--- src/rtl/q2_alu_seq.sv ---
// Bit-serial sequencer for the q2 ALU slice: streams A/X LSB-first through an external 1-bit slice.
// Optional feature: define Q2_ALU_SEQ_ABORT_EN to add the abort port (cancel a running operation).
module q2_alu_seq #(
    parameter int WIDTH = 12
) (
    input  logic             clk,
    input  logic             rst,
    input  logic             start,
    output logic             start_ready,
    input  logic [1:0]       op_in,
    input  logic [WIDTH-1:0] a_in,
    input  logic [WIDTH-1:0] x_in,
    input  logic             cin,
    output logic             done_valid,
    input  logic             done_ready,
    output logic [WIDTH-1:0] result,
    output logic             carry_out,
    output logic             a0,
    output logic             x0,
    output logic             x1,
    output logic             f,
    output logic             op3,
    output logic             op4,
    input  logic             alu_out,
`ifdef Q2_ALU_SEQ_ABORT_EN
    input  logic             abort,
`endif
    input  logic             alu_cout
);

    localparam int CNT_W = $clog2(WIDTH);

    typedef enum logic [1:0] {
        IDLE = 2'd0,
        RUN  = 2'd1,
        DONE = 2'd2
    } state_t;

    state_t             state_q, state_d;
    logic [WIDTH-1:0]   a_sr_q, a_sr_d;
    logic [WIDTH-1:0]   x_sr_q, x_sr_d;
    logic [WIDTH-1:0]   result_q, result_d;
    logic [1:0]         op_q, op_d;
    logic               f_q, f_d;
    logic               cin_r_q, cin_r_d;
    logic               carry_q, carry_d;
    logic [CNT_W-1:0]   cnt_q, cnt_d;
    logic               last_bit;
    logic               running;
    logic               abort_hit;

`ifdef Q2_ALU_SEQ_ABORT_EN
    assign abort_hit = abort;
`else
    assign abort_hit = 1'b0;
`endif

    assign running  = (state_q == RUN);
    assign last_bit = (cnt_q == CNT_W'(WIDTH - 1));

    always_comb begin
        state_d  = state_q;
        a_sr_d   = a_sr_q;
        x_sr_d   = x_sr_q;
        result_d = result_q;
        op_d     = op_q;
        f_d      = f_q;
        cin_r_d  = cin_r_q;
        carry_d  = carry_q;
        cnt_d    = cnt_q;
        case (state_q)
            IDLE: begin
                if (start) begin
                    state_d = RUN;
                    a_sr_d  = a_in;
                    x_sr_d  = x_in;
                    op_d    = op_in;
                    f_d     = cin;
                    cin_r_d = cin;
                    cnt_d   = '0;
                end
            end
            RUN: begin
                result_d = {alu_out, result_q[WIDTH-1:1]};
                f_d      = alu_cout;
                a_sr_d   = {1'b0, a_sr_q[WIDTH-1:1]};
                x_sr_d   = {1'b0, x_sr_q[WIDTH-1:1]};
                cnt_d    = cnt_q + CNT_W'(1);
                if (last_bit) begin
                    state_d = DONE;
                    carry_d = alu_cout;
                end
                // Abort wins over the final bit so a cancelled op never reaches DONE.
                if (abort_hit) begin
                    state_d  = IDLE;
                    result_d = '0;
                end
            end
            DONE: begin
                if (done_ready) begin
                    state_d = IDLE;
                end
            end
            default: state_d = IDLE;
        endcase
    end

    always_ff @(posedge clk) begin
        if (rst) begin
            state_q  <= IDLE;
            a_sr_q   <= '0;
            x_sr_q   <= '0;
            result_q <= '0;
            op_q     <= 2'b00;
            f_q      <= 1'b0;
            cin_r_q  <= 1'b0;
            carry_q  <= 1'b0;
            cnt_q    <= '0;
        end else begin
            state_q  <= state_d;
            a_sr_q   <= a_sr_d;
            x_sr_q   <= x_sr_d;
            result_q <= result_d;
            op_q     <= op_d;
            f_q      <= f_d;
            cin_r_q  <= cin_r_d;
            carry_q  <= carry_d;
            cnt_q    <= cnt_d;
        end
    end

    // On the MSB the slice's "next bit" input carries cin so SHR can fill the top.
    assign a0  = running & a_sr_q[0];
    assign x0  = running & x_sr_q[0];
    assign x1  = running & (last_bit ? cin_r_q : x_sr_q[1]);
    assign f   = running & f_q;
    assign op3 = running & op_q[0];
    assign op4 = running & op_q[1];

    assign start_ready = (state_q == IDLE);
    assign done_valid  = (state_q == DONE);
    assign result      = result_q;
    assign carry_out   = carry_q;

endmodule

--- config.mk ---
export PLATFORM = sky130hd
export DESIGN_NAME = q2_alu_seq
export DESIGN_NICKNAME = d
export VERILOG_FILES = /design/src/rtl/q2_alu_seq.sv
export SDC_FILE = /design/constraint.sdc
export NUM_CORES = 1
export LEC_CHECK = 0
export BUFFER_PORTS_ARGS = -buffer_cell sky130_fd_sc_hd__buf_2
export CELL_PAD_IN_SITES_DETAIL_PLACEMENT = 1
export CELL_PAD_IN_SITES_GLOBAL_PLACEMENT = 1
export CORE_ASPECT_RATIO = 0.8
export CORE_MARGIN = 2
export CORE_UTILIZATION = 43
export CTS_BUF_LIST = sky130_fd_sc_hd__clkbuf_2 sky130_fd_sc_hd__clkbuf_4 sky130_fd_sc_hd__clkbuf_8
export CTS_CLUSTER_SIZE = 28
export DETAILED_ROUTE_END_ITERATION = 12
export MAX_ROUTING_LAYER = met4
export PLACE_DENSITY = 0.95
export SLEW_MARGIN = 5
export SYNTH_ARGS = -nofsm -noshare
export SYNTH_HDL_FRONTEND = slang
export SYNTH_SLANG_ARGS = --single-unit
--- constraint.sdc ---
create_clock -name clk -period 3.3 [get_ports clk]
set_input_delay 0.66 -clock clk [delete_from_list [all_inputs] [get_ports clk]]
set_output_delay 0.66 -clock clk [all_outputs]
set_load 0.02 [all_outputs]
# Word-level counts from Yosys, hierarchy flattened
# Index checks and enable logic that the tools add are counted.
[totals]
romBits = 0
memories = 0
out_inout_bits = 21
inputBits = 33
latchBits = 0
word_cells = 41
reg_bits = 47
ramBits = 0
[op_classes]
n_mul = 0
div_mod_pow = 0
order_cmp = 0
n_shift = 0
n_mux = 13
bitwise_logic = 6
n_reduce_logical = 6
add_sub_neg = 1
n_eq_ne = 6
[op_table]
columns = ["op", "count"]
rows = [
  ["12-bit one-hot mux with 2 select lines", 2],
  ["12-bit two-way mux", 2],
  ["4-bit one-hot mux with 2 select lines", 1],
  ["1-bit AND", 6],
  ["2-bit two-way mux", 3],
  ["2-bit one-hot mux with 3 select lines", 1],
  ["2-bit AND reduction", 3],
  ["4-bit by 1-bit adder with 4-bit output, second input constant", 1],
  ["4-bit equality test, second input constant", 1],
  ["4-bit two-way mux", 1],
  ["2-bit != test, second input constant", 2],
  ["3-bit AND reduction", 1],
  ["2-bit by 1-bit equality test with 1-bit output, second input constant", 1],
  ["2-bit equality test, second input constant", 1],
  ["2-bit logical NOT", 1],
  ["1-bit two-way mux", 2],
  ["2-bit by 1-bit != test with 1-bit output, second input constant", 1],
  ["1-bit one-hot mux with 2 select lines", 1],
  ["2-bit nonzero test", 1],
]

# Depth between registers and ports, before layout
# Gate-level depths: netlist of the first run.
[depth]
ltp_word = 3
depth_mapped = 6
ltp_nobuf = 4

# Worst setup path before layout of the first run
# No wires, ideal clock.
[synth_path]
kind = "flip-flop to output port"
startpoint = "reg state_q[0]"
endpoint = "out x1"
setup_slack_ns = 1.550
stages_incl_launch_ff = 6
arrival_time_ns = 1.090
path_buffers = 3
t_required_ns = 2.640
cell_sequence = "dfxtp_1 > buf_6 > nand2b_1 > buf_2 > buf_2 > nor2_1"
[synth_between]
elab_chain_cells = 2
[synth_lines]
columns = ["item", "line_no", "text"]
rows = [
  ["start, declared", "39", "state_t state_q, state_d;"],
  ["start signal, assigned", "120", "state_q <= state_d;"],
  ["2-bit by 1-bit equality test with 1-bit output", "58", "assign running = (state_q == RUN);"],
  ["1-bit AND", "135", "assign x1 = running & (last_bit ? cin_r_q : x_sr_q[1]);"],
  ["end, declared", "20", "output logic x1,"],
]
# No other way between the ends.

# Worst setup path after layout of the first run
[layout_path]
startpoint = "reg state_q[1]"
endpoint = "out f"
[layout_between]
elab_chain_cells = 2
[layout_lines]
columns = ["item", "line_no", "text"]
rows = [
  ["2-bit by 1-bit equality test with 1-bit output", "58", ""],
  ["1-bit AND", "136", "assign f = running & f_q;"],
  ["end, declared", "21", "output logic f,"],
]
# No other way between the ends.

==> flow_summary.ini, run 1 <==
[critical_path]
critPathMaxFanout = 22
start_kind = flop
required_time_of_the_critical_path_ns = 2.64
worstSetupEndpointType = primary output
setup.worst_path.class = flop to primary output
cp_data_arrival_time_ns = 1.67

[cts]
max-clock-path-buffers = 2
cts_sinks = 47
htreeDepth = 2
cts.repair_timing.setup_buffer_count = 0
cts_resized = 0
clk-insertion-delay-late_ns = 0.31
tritoncts_clock_tree = done
post_cts_hold_fix_bufs = 0
clk_pin_slew_worst_paths_ns = 0.09
cts-buffers-inserted = 5
cts.root.buffer_cell = sky130_fd_sc_hd__clkbuf_8

[logic_synthesis]
synth_enable_flop_cells = 0
synth_nets = 307
post_synth_main_area_contributors = sky130_fd_sc_hd__dfxtp_1 43%, sky130_fd_sc_hd__a21oi_1 8.3%, sky130_fd_sc_hd__or3b_1 6.5%, sky130_fd_sc_hd__nor2_1 6.2%, sky130_fd_sc_hd__nand2_1 5.7%
yosysTopAreaCell = sky130_fd_sc_hd__dfxtp_1
syn-cell-area_um2 = 2170
async_reset_ff_frac = 0
post_syn_area_per_cell_um2 = 7.94
postSynthCellCount = 273
ys_seq_area_frac = 0.434
synth_seq_cells = 47
yosys_most_used_dff = sky130_fd_sc_hd__dfxtp_1
synth_top_area_frac = 0.434
ys_types = 31
synth-warning-count = 0

[placement]
place_hpwl_mm = 3.45
port_buffers = 53
place.gp.congestion = 0.755

[routing]
detail_route.iter0.violations = 100
drc = 0
via_density_per_instance = 5.19
final_antenna_net_count = 0
drt-wirelength-per-cell_um = 13.8
wirelength_mm = 5.20
vias = 1957
drt_pass1_iterations = 4

[die]
floorplan.core_area_um2 = 4920
std_cell_rows = 23
dieArea_um2 = 5630
initial_core_utilization = 0.440
fp.dieH_um = 67.5
boundaryPins = 54
die_w_um = 83.4

[sta]
setup_repair_after_global_routing_missed_its_margin = no
setup_tns_ns = 0
hold_ws_ns = 0.464
report.final.slew_viol_count = 0
setup_viol = 0
finalCriticalPeriod_ns = 2.33
skew_ns = 0.00430
max_slew.worst_pin.slew_ns = 0.845
maxSlewHeadroom = 0.437
max_freq_mhz = 430
report.final.hold_viol_count = 0
post-route-period-util = 0.705

[run_status]
run_status = complete, no violations

[global_routing]
first_global_vias = 1928
track_usage = 0.201
global_route_wire_length_before_repair_mm = 8.82
antenna_violations_before_repair = 0
largest_net_degree_at_the_start_of_global_routing = 54
overflow = 0

[layout]
layout_common_cells = 53 x sky130_fd_sc_hd__buf_2, 47 x sky130_fd_sc_hd__dfxtp_1, 36 x sky130_fd_sc_hd__nor2_1, 36 x sky130_fd_sc_hd__a21oi_1, 33 x sky130_fd_sc_hd__nand2_1
antenna_cells_inserted = 0
most_common_cell_after_layout_fill_and_taps_aside = sky130_fd_sc_hd__buf_2
final_net_count = 348
flow.area_growth_from_synthesis_pct = 15.2
final_util = 0.508
post_route_cells_drive_above_1_share = 0.210

[pwr]
leakagePower_nw = 1.08
maximum_vdd_drop_mv = 0.224
power_per_cell_area_nw_per_um2 = 460

[hold_path]
hold_path_class = flop to flop

[run]
timing.max_cap.violations = 0
-- path summary, 6_finish.rpt --
kind	from	to	slack (ns)	cells past startpoint
worst max-delay path	state_q[1]	f	0.97	3
worst min-delay path	x_sr_q[11]	x_sr_q[11]	0.46	2
worst max register to register	state_q[0]	a_sr_q[10]	1.54	4
worst min register to register	x_sr_q[11]	x_sr_q[11]	0.46	2
-- registers in the layout (all words and copies together), names as in the netlist --
register / cells
cin_r_q: 1
carry_out: 1
result: 12
x_sr_q: 12
a_sr_q: 12
cnt_q: 4
op_q: 2
f_q: 1
state_q: 2
-- layout make-up --
class / instances / area (µm²)
multi-input cells: 193 / 1070
flip-flops and latches: 47 / 941
clock buffers: 5 / 68.8
well taps: 62 / 77.6
fillers: 656 / 2420
clock inverters: 3 / 15.0
repair buffers: 56 / 288
inverters: 11 / 41.3
-- metal layers --
metal	wire [µm]	part of all wire	track usage
met5	0	0	-
met4	60	0.012	0.0553
met3	226	0.043	0.0489
met2	2430	0.47	0.336
met1	2480	0.48	0.246
-- worst max-delay path: stages (launching register included) --
cell and delay (ns):
sky130_fd_sc_hd__dfxtp_1 0.33, sky130_fd_sc_hd__and2b_1 0.64, sky130_fd_sc_hd__and2_1 0.23, sky130_fd_sc_hd__buf_2 0.16
-- kinds of logic after synthesis --
family	count (synthesis)	synth area share
buffers and inverters	33	0.0739
DFF	47	0.434
adders and majority gates	1	0.00577
xor gates and xnor gates	1	0.00404
and+or+nand+nor	133	0.316
AOI/OAI and AO/OA	57	0.162
muxes	1	0.00462
-- cells in the mapped netlist, drive strengths merged, types with 2 or more instances --
master / n
or3b: 16
nand2b: 16
inv: 11
nor2: 36
nor3: 16
clkbuf: 7
a211oi: 9
a22o: 8
nand3: 4
a21oi: 36
dfxtp: 47
nand3b: 2
nand2: 33
and2: 5
buf: 15
-- metrics by stage --
stage          setup WS [ns]  cells  power (W)  instance area (µm²)
4_1_cts                0.954    377    0.00116                 2500
6_report               0.972    377    0.00115                 2500
2_1_floorplan           1.55    273   0.000773                 2170
3_5_place_dp            1.30    369   0.000819                 2410
3_3_place_gp            1.28    369   0.000812                 2410
5_1_grt                0.859    377    0.00121                 2500
-- report_power, final --
group | internal [W] | switching [W]
combinational | 0.0000789 | 0.000105
sequential | 0.000603 | 0.0000179
clock | 0.000145 | 0.000198
total | 0.000827 | 0.000321
Note: power is estimated with default switching activity, not from simulation.
==> run 2: changes to the inputs <==
--- a/config.mk
+++ b/config.mk
@@ -10,12 +10,12 @@
 export CELL_PAD_IN_SITES_GLOBAL_PLACEMENT = 1
 export CORE_ASPECT_RATIO = 0.8
 export CORE_MARGIN = 2
-export CORE_UTILIZATION = 43
+export CORE_UTILIZATION = 36
 export CTS_BUF_LIST = sky130_fd_sc_hd__clkbuf_2 sky130_fd_sc_hd__clkbuf_4 sky130_fd_sc_hd__clkbuf_8
 export CTS_CLUSTER_SIZE = 28
 export DETAILED_ROUTE_END_ITERATION = 12
 export MAX_ROUTING_LAYER = met4
-export PLACE_DENSITY = 0.95
+export PLACE_DENSITY = 0.89
 export SLEW_MARGIN = 5
 export SYNTH_ARGS = -nofsm -noshare
 export SYNTH_HDL_FRONTEND = slang
==> constraint.sdc (replaced) <==
create_clock -name clk -period 1.9 [get_ports clk]
set_input_delay 0.38 -clock clk [delete_from_list [all_inputs] [get_ports clk]]
set_output_delay 0.38 -clock clk [all_outputs]
set_load 0.02 [all_outputs]
==> run 2 against run 1 <==
Die area is 18% higher. Largest power group unchanged. Flip-flop and latch count stayed put. Critical endpoint unchanged. Global-route usage fell by 1.5 points. Utilization shrank 5.0 points.
==> flow_summary.ini, run 2 (synthesis results as in run 1) <==
[routing]
drt_pass1_iterations = 4
vias = 2003
wirelength_mm = 5.80
drc = 0
drt-wirelength-per-cell_um = 14.3
via_density_per_instance = 4.95
detail_route.iter0.violations = 74
final_antenna_net_count = 0

[pwr]
leakagePower_nw = 1.15
totalPowerFinal_w = 0.00230
sequentialPowerShare = 0.472
power_switching_w = 0.000570
power_per_cell_area_nw_per_um2 = 858
power.clock.fraction = 0.378
switching_share = 0.248
p_int_w = 0.00173
maximum_vdd_drop_mv = 0.416
power.combinational.fraction = 0.150

[layout]
flow.area_growth_from_synthesis_pct = 23.6
final_net_count = 357
layout_common_cells = 52 x sky130_fd_sc_hd__buf_2, 45 x sky130_fd_sc_hd__dfxtp_1, 36 x sky130_fd_sc_hd__nor2_1, 36 x sky130_fd_sc_hd__a21oi_1, 33 x sky130_fd_sc_hd__nand2_1
post_route_cells_drive_above_1_share = 0.244
final_cell_count_no_fill = 405
antenna_cells_inserted = 0
finish.instance_area_um2 = 2680
most_common_cell_after_layout_fill_and_taps_aside = sky130_fd_sc_hd__buf_2

[run_status]
run_status = complete, no violations

[critical_path]
critical-path-slowest-cell = sky130_fd_sc_hd__dfxtp_1
required_time_of_the_critical_path_ns = 1.52
critPathMaxFanout = 11
r2r_slack_ns = 0.41
setup.worst_path.class = flop to primary output
crit_path_cell_trace = and2b_2 -> and2_1 -> buf_2
timing.critical_path.max_delay_family = simple AND/OR/NAND/NOR gates
cp_data_arrival_time_ns = 1.44
path_depth = 3
worstSetupEndpointType = primary output
critPathBufInv = 1
timing.critical_path.slowest_cell_delay_ns = 0.43
timing.reg2reg.worst_path_depth = 5
start_kind = flop

[sta]
maxSlewHeadroom = 0.750
max_slew.worst_pin.slew_ns = 0.375
skew_ns = 0.00964
finalCriticalPeriod_ns = 1.82
report.final.hold_viol_count = 0
post-route-period-util = 0.957
report.final.slew_viol_count = 0
max_freq_mhz = 550
hold_ws_ns = 0.303
setup_viol = 0

[placement]
place_hpwl_mm = 4.12
port_buffers = 53
place.gp.congestion = 0.848
postPlaceCellArea_um2 = 2500
post-place-cells = 395

[cts]
tritoncts_clock_tree = done
cts.root.buffer_cell = sky130_fd_sc_hd__clkbuf_8
max-clock-path-buffers = 2
clk-insertion-delay-late_ns = 0.31
cts_sinks = 47
htreeDepth = 2
post_cts_hold_fix_bufs = 0
cts-buffers-inserted = 5
clk_pin_slew_worst_paths_ns = 0.09

[die]
fp.dieH_um = 73.4
initial_core_utilization = 0.370
die_w_um = 90.7
std_cell_rows = 25
dieArea_um2 = 6660
floorplan.core_area_um2 = 5850
boundaryPins = 54

[global_routing]
first_global_vias = 2025
largest_net_degree_at_the_start_of_global_routing = 48
track_usage = 0.186
antenna_violations_before_repair = 0
overflow = 0
global_route_wire_length_before_repair_mm = 9.48

[hold_path]
hold_path_depth = 3
hold_path_class = input pin to flop

[run]
timing.max_cap.violations = 0
## run 2: cell count changes in the layout (fill, tap and decap cells not counted), moves of 2 or more
cell,before,now
sky130_fd_sc_hd__buf_4,3,11
sky130_fd_sc_hd__bufinv_16,0,2
sky130_fd_sc_hd__clkinv_2,3,0
sky130_fd_sc_hd__dfxtp_1,47,45
## run 2: area by class of cell
cell class | instances | area, µm²
Inverter | 11 | 41.3
Sequential cell | 47 | 946
Tap cell | 81 | 101
Clock inverter | 3 | 67.6
Clock buffer | 5 | 68.8
Fill cell | 752 | 3170
Timing Repair Buffer | 65 | 374
Multi-Input combinational cell | 193 | 1080
## run 2: repair_timing
action | in CTS | in global routing
endpoints found under the setup margin | 2 | 1
pin swaps | 1 | 2
setup buffers | 1 | 1
gates resized for setup | 1 | 7
## run 2: worst min-delay path: stages
cell                      delay, ns
sky130_fd_sc_hd__buf_2         0.09
sky130_fd_sc_hd__nand2_1       0.04
sky130_fd_sc_hd__a21oi_1       0.05
## run 2: routing by layer
layer	global-route usage	share of wire
met1	0.221	0.48
met2	0.304	0.47
met3	0.0369	0.029
met4	0.0923	0.018
met5	-	0
## run 2: path summary, 6_finish.rpt
check / from / to
worst min-delay path: alu_out / result[11]
worst max register to register: state_q[1] / x_sr_q[6]
worst max-delay path: state_q[1] / f
worst min register to register: result[7] / result[6]
## run 2: stage by stage
| step | utilization | setup TNS (ns) | setup slack (ns) |
|---|---|---|---|
| after floorplan | - | 0 | 0.430 |
| after global placement | 0.428 | 0 | 0.328 |
| final | 0.458 | 0 | 0.0822 |
| after detailed placement | 0.428 | 0 | 0.253 |
| after global routing | 0.458 | -0.0133 | -0.0116 |
| after CTS | 0.453 | 0 | 0.00319 |
## run 2: power groups by stage
stage / clock network [W] / registers (W) / logic, W
2_1_floorplan: 0 / 0.00110 / 0.000247
3_3_place_gp: 0 / 0.00110 / 0.000329
3_5_place_dp: 0 / 0.00110 / 0.000343
4_1_cts: 0.000894 / 0.00108 / 0.000346
5_1_grt: 0.000925 / 0.00109 / 0.000388
6_report: 0.000868 / 0.00108 / 0.000345
==> run 3: changes to the inputs <==
--- a/config.mk
+++ b/config.mk
@@ -10,12 +10,11 @@
 export CELL_PAD_IN_SITES_GLOBAL_PLACEMENT = 1
 export CORE_ASPECT_RATIO = 0.8
 export CORE_MARGIN = 2
-export CORE_UTILIZATION = 36
-export CTS_BUF_LIST = sky130_fd_sc_hd__clkbuf_2 sky130_fd_sc_hd__clkbuf_4 sky130_fd_sc_hd__clkbuf_8
+export CORE_UTILIZATION = 34
 export CTS_CLUSTER_SIZE = 28
 export DETAILED_ROUTE_END_ITERATION = 12
 export MAX_ROUTING_LAYER = met4
-export PLACE_DENSITY = 0.89
+export PLACE_DENSITY = 0.85
 export SLEW_MARGIN = 5
 export SYNTH_ARGS = -nofsm -noshare
 export SYNTH_HDL_FRONTEND = slang
==> run 3 against run 2 <==
First-iteration DRC count fell by 35%. Die area rose by 5.6%. Total power fell by 4.9%. Non-clock buffer count fell by 2. Global-route usage fell by 1.7 points. Critical path type unchanged. Largest cell class unchanged.
==> flow_summary.ini, run 3 (synthesis results as in run 1) <==
[die]
std_cell_rows = 25
initial_core_utilization = 0.359
boundaryPins = 54
die_w_um = 93.3
fp.dieH_um = 75.4
dieArea_um2 = 7030
floorplan.core_area_um2 = 6040

[pwr]
maximum_vdd_drop_mv = 0.352
switching_share = 0.255
leakagePower_nw = 1.14
power.combinational.fraction = 0.155
power_per_cell_area_nw_per_um2 = 832
sequentialPowerShare = 0.496
power_switching_w = 0.000558
p_int_w = 0.00163
power.clock.fraction = 0.349

[routing]
wirelength_mm = 5.55
drt_pass1_iterations = 4
detail_route.iter0.violations = 48
final_antenna_net_count = 0
drt-wirelength-per-cell_um = 13.8
via_density_per_instance = 4.90
drc = 0
vias = 1974

[run_status]
run_status = complete, no violations

[sta]
report.final.slew_viol_count = 0
skew_ns = 0.00960
max_slew.worst_pin.slew_ns = 0.495
setup_viol = 0
post-route-period-util = 0.956
maxSlewHeadroom = 0.670
max_freq_mhz = 550
setup_ws_ns = 0.0827
setup_repair_after_global_routing_missed_its_margin = no
finalCriticalPeriod_ns = 1.82
setup_tns_ns = 0
report.final.hold_viol_count = 0

[layout]
footprint_of_the_multi_input_gates_um2 = 1070
flow.area_growth_from_synthesis_pct = 21.1
final_net_count = 355
most_common_cell_after_layout_fill_and_taps_aside = sky130_fd_sc_hd__buf_2
post_route_cells_drive_above_1_share = 0.236
fillers = 773
layout_common_cells = 53 x sky130_fd_sc_hd__buf_2, 46 x sky130_fd_sc_hd__dfxtp_1, 36 x sky130_fd_sc_hd__nor2_1, 36 x sky130_fd_sc_hd__a21oi_1, 33 x sky130_fd_sc_hd__nand2_1
area.sequential_um2 = 942
antenna_cells_inserted = 0

[hold_path]
hold_path_class = input pin to flop
hold_path_depth = 3

[placement]
place.gp.congestion = 0.835
detailedPlace.worstSlack_ns = 0.300
port_buffers = 53
place_hpwl_mm = 3.91

[global_routing]
track_usage = 0.168
global_route_wire_length_before_repair_mm = 8.98
antenna_violations_before_repair = 0
overflow = 0
largest_net_degree_at_the_start_of_global_routing = 48
first_global_vias = 1941

[critical_path]
start_kind = flop
crit_path_cell_trace = ha_1 -> nand3b_1 -> mux2i_1 -> nor2_1 -> buf_2
critical-path-slowest-cell = sky130_fd_sc_hd__dfxtp_2
timing.critical_path.slowest_cell_delay_ns = 0.35
worstSetupEndpointType = primary output
required_time_of_the_critical_path_ns = 1.52
critPathMaxFanout = 4
timing.reg2reg.worst_path_depth = 5
cp_data_arrival_time_ns = 1.44
setup.worst_path.class = flop to primary output

[cts]
post_cts_hold_fix_bufs = 0
clk-insertion-delay-late_ns = 0.30
tritoncts_clock_tree = done
clk_pin_slew_worst_paths_ns = 0.09
max-clock-path-buffers = 2
cts.root.buffer_cell = sky130_fd_sc_hd__clkbuf_8
cts-buffers-inserted = 5
htreeDepth = 2
cts_sinks = 47

[run]
timing.max_cap.violations = 0
==> run 3: path summary, 6_finish.rpt <==
| kind | slack (ns) | start | endpoint |
|---|---|---|---|
| max | 0.08 | cnt_q[0] | x1 |
| min | 0.31 | op_in[0] | op_q[0] |
| max reg2reg | 0.46 | state_q[0] | x_sr_q[6] |
| min reg2reg | 0.46 | op_q[0] | op_q[0] |
==> run 3: power groups by stage <==
stage	clock (W)	combinational (W)	sequential, W
after floorplan	0	0.000247	0.00110
after global placement	0	0.000329	0.00110
after detailed placement	0	0.000340	0.00111
after CTS	0.000783	0.000344	0.00108
after global routing	0.000822	0.000385	0.00109
final	0.000762	0.000339	0.00108
==> run 3: worst max-delay path, delay by kind of cell, from the launching register on <==
family,cells,cell delay [ns]
adders and majority gates,1,0.21
buffers and inverters,1,0.16
muxes,1,0.20
and+or+nand+nor,2,0.23
DFF,1,0.35
==> run 3: timing repair <==
item,CTS,global route
setup endpoints to repair,1,6
setup buffers,0,1
gates resized for setup,1,2
pin swaps,0,1
==> run 3: metal layers <==
metal | up-vias | global-route usage | wire (µm)
met5 | - | - | 0
met4 | 0 | 0.0539 | 83
met3 | 8 | 0.0406 | 214
met2 | 40 | 0.265 | 2520
met1 | 922 | 0.216 | 2730
li1 | 1004 | - | -
==> run 3: layout make-up <==
cell class                 instances  share of cell area
tap                               81              0.0386
clock buffer                       6              0.0315
inverter                          11              0.0157
multi-input combinational        193               0.408
timing repair buffer              63               0.134
sequential                        47               0.359
clock inverter                     2              0.0133
==> run 3: stage by stage <==
stage	power, W	utilization	cells	hold WS (ns)	cell area (µm²)
2_1_floorplan	0.00134	-	273	0.432	2170
3_3_place_gp	0.00143	0.413	394	0.438	2490
3_5_place_dp	0.00145	0.413	394	0.452	2490
4_1_cts	0.00221	0.433	402	0.304	2610
5_1_grt	0.00230	0.435	403	0.308	2630
6_report	0.00218	0.435	403	0.308	2630
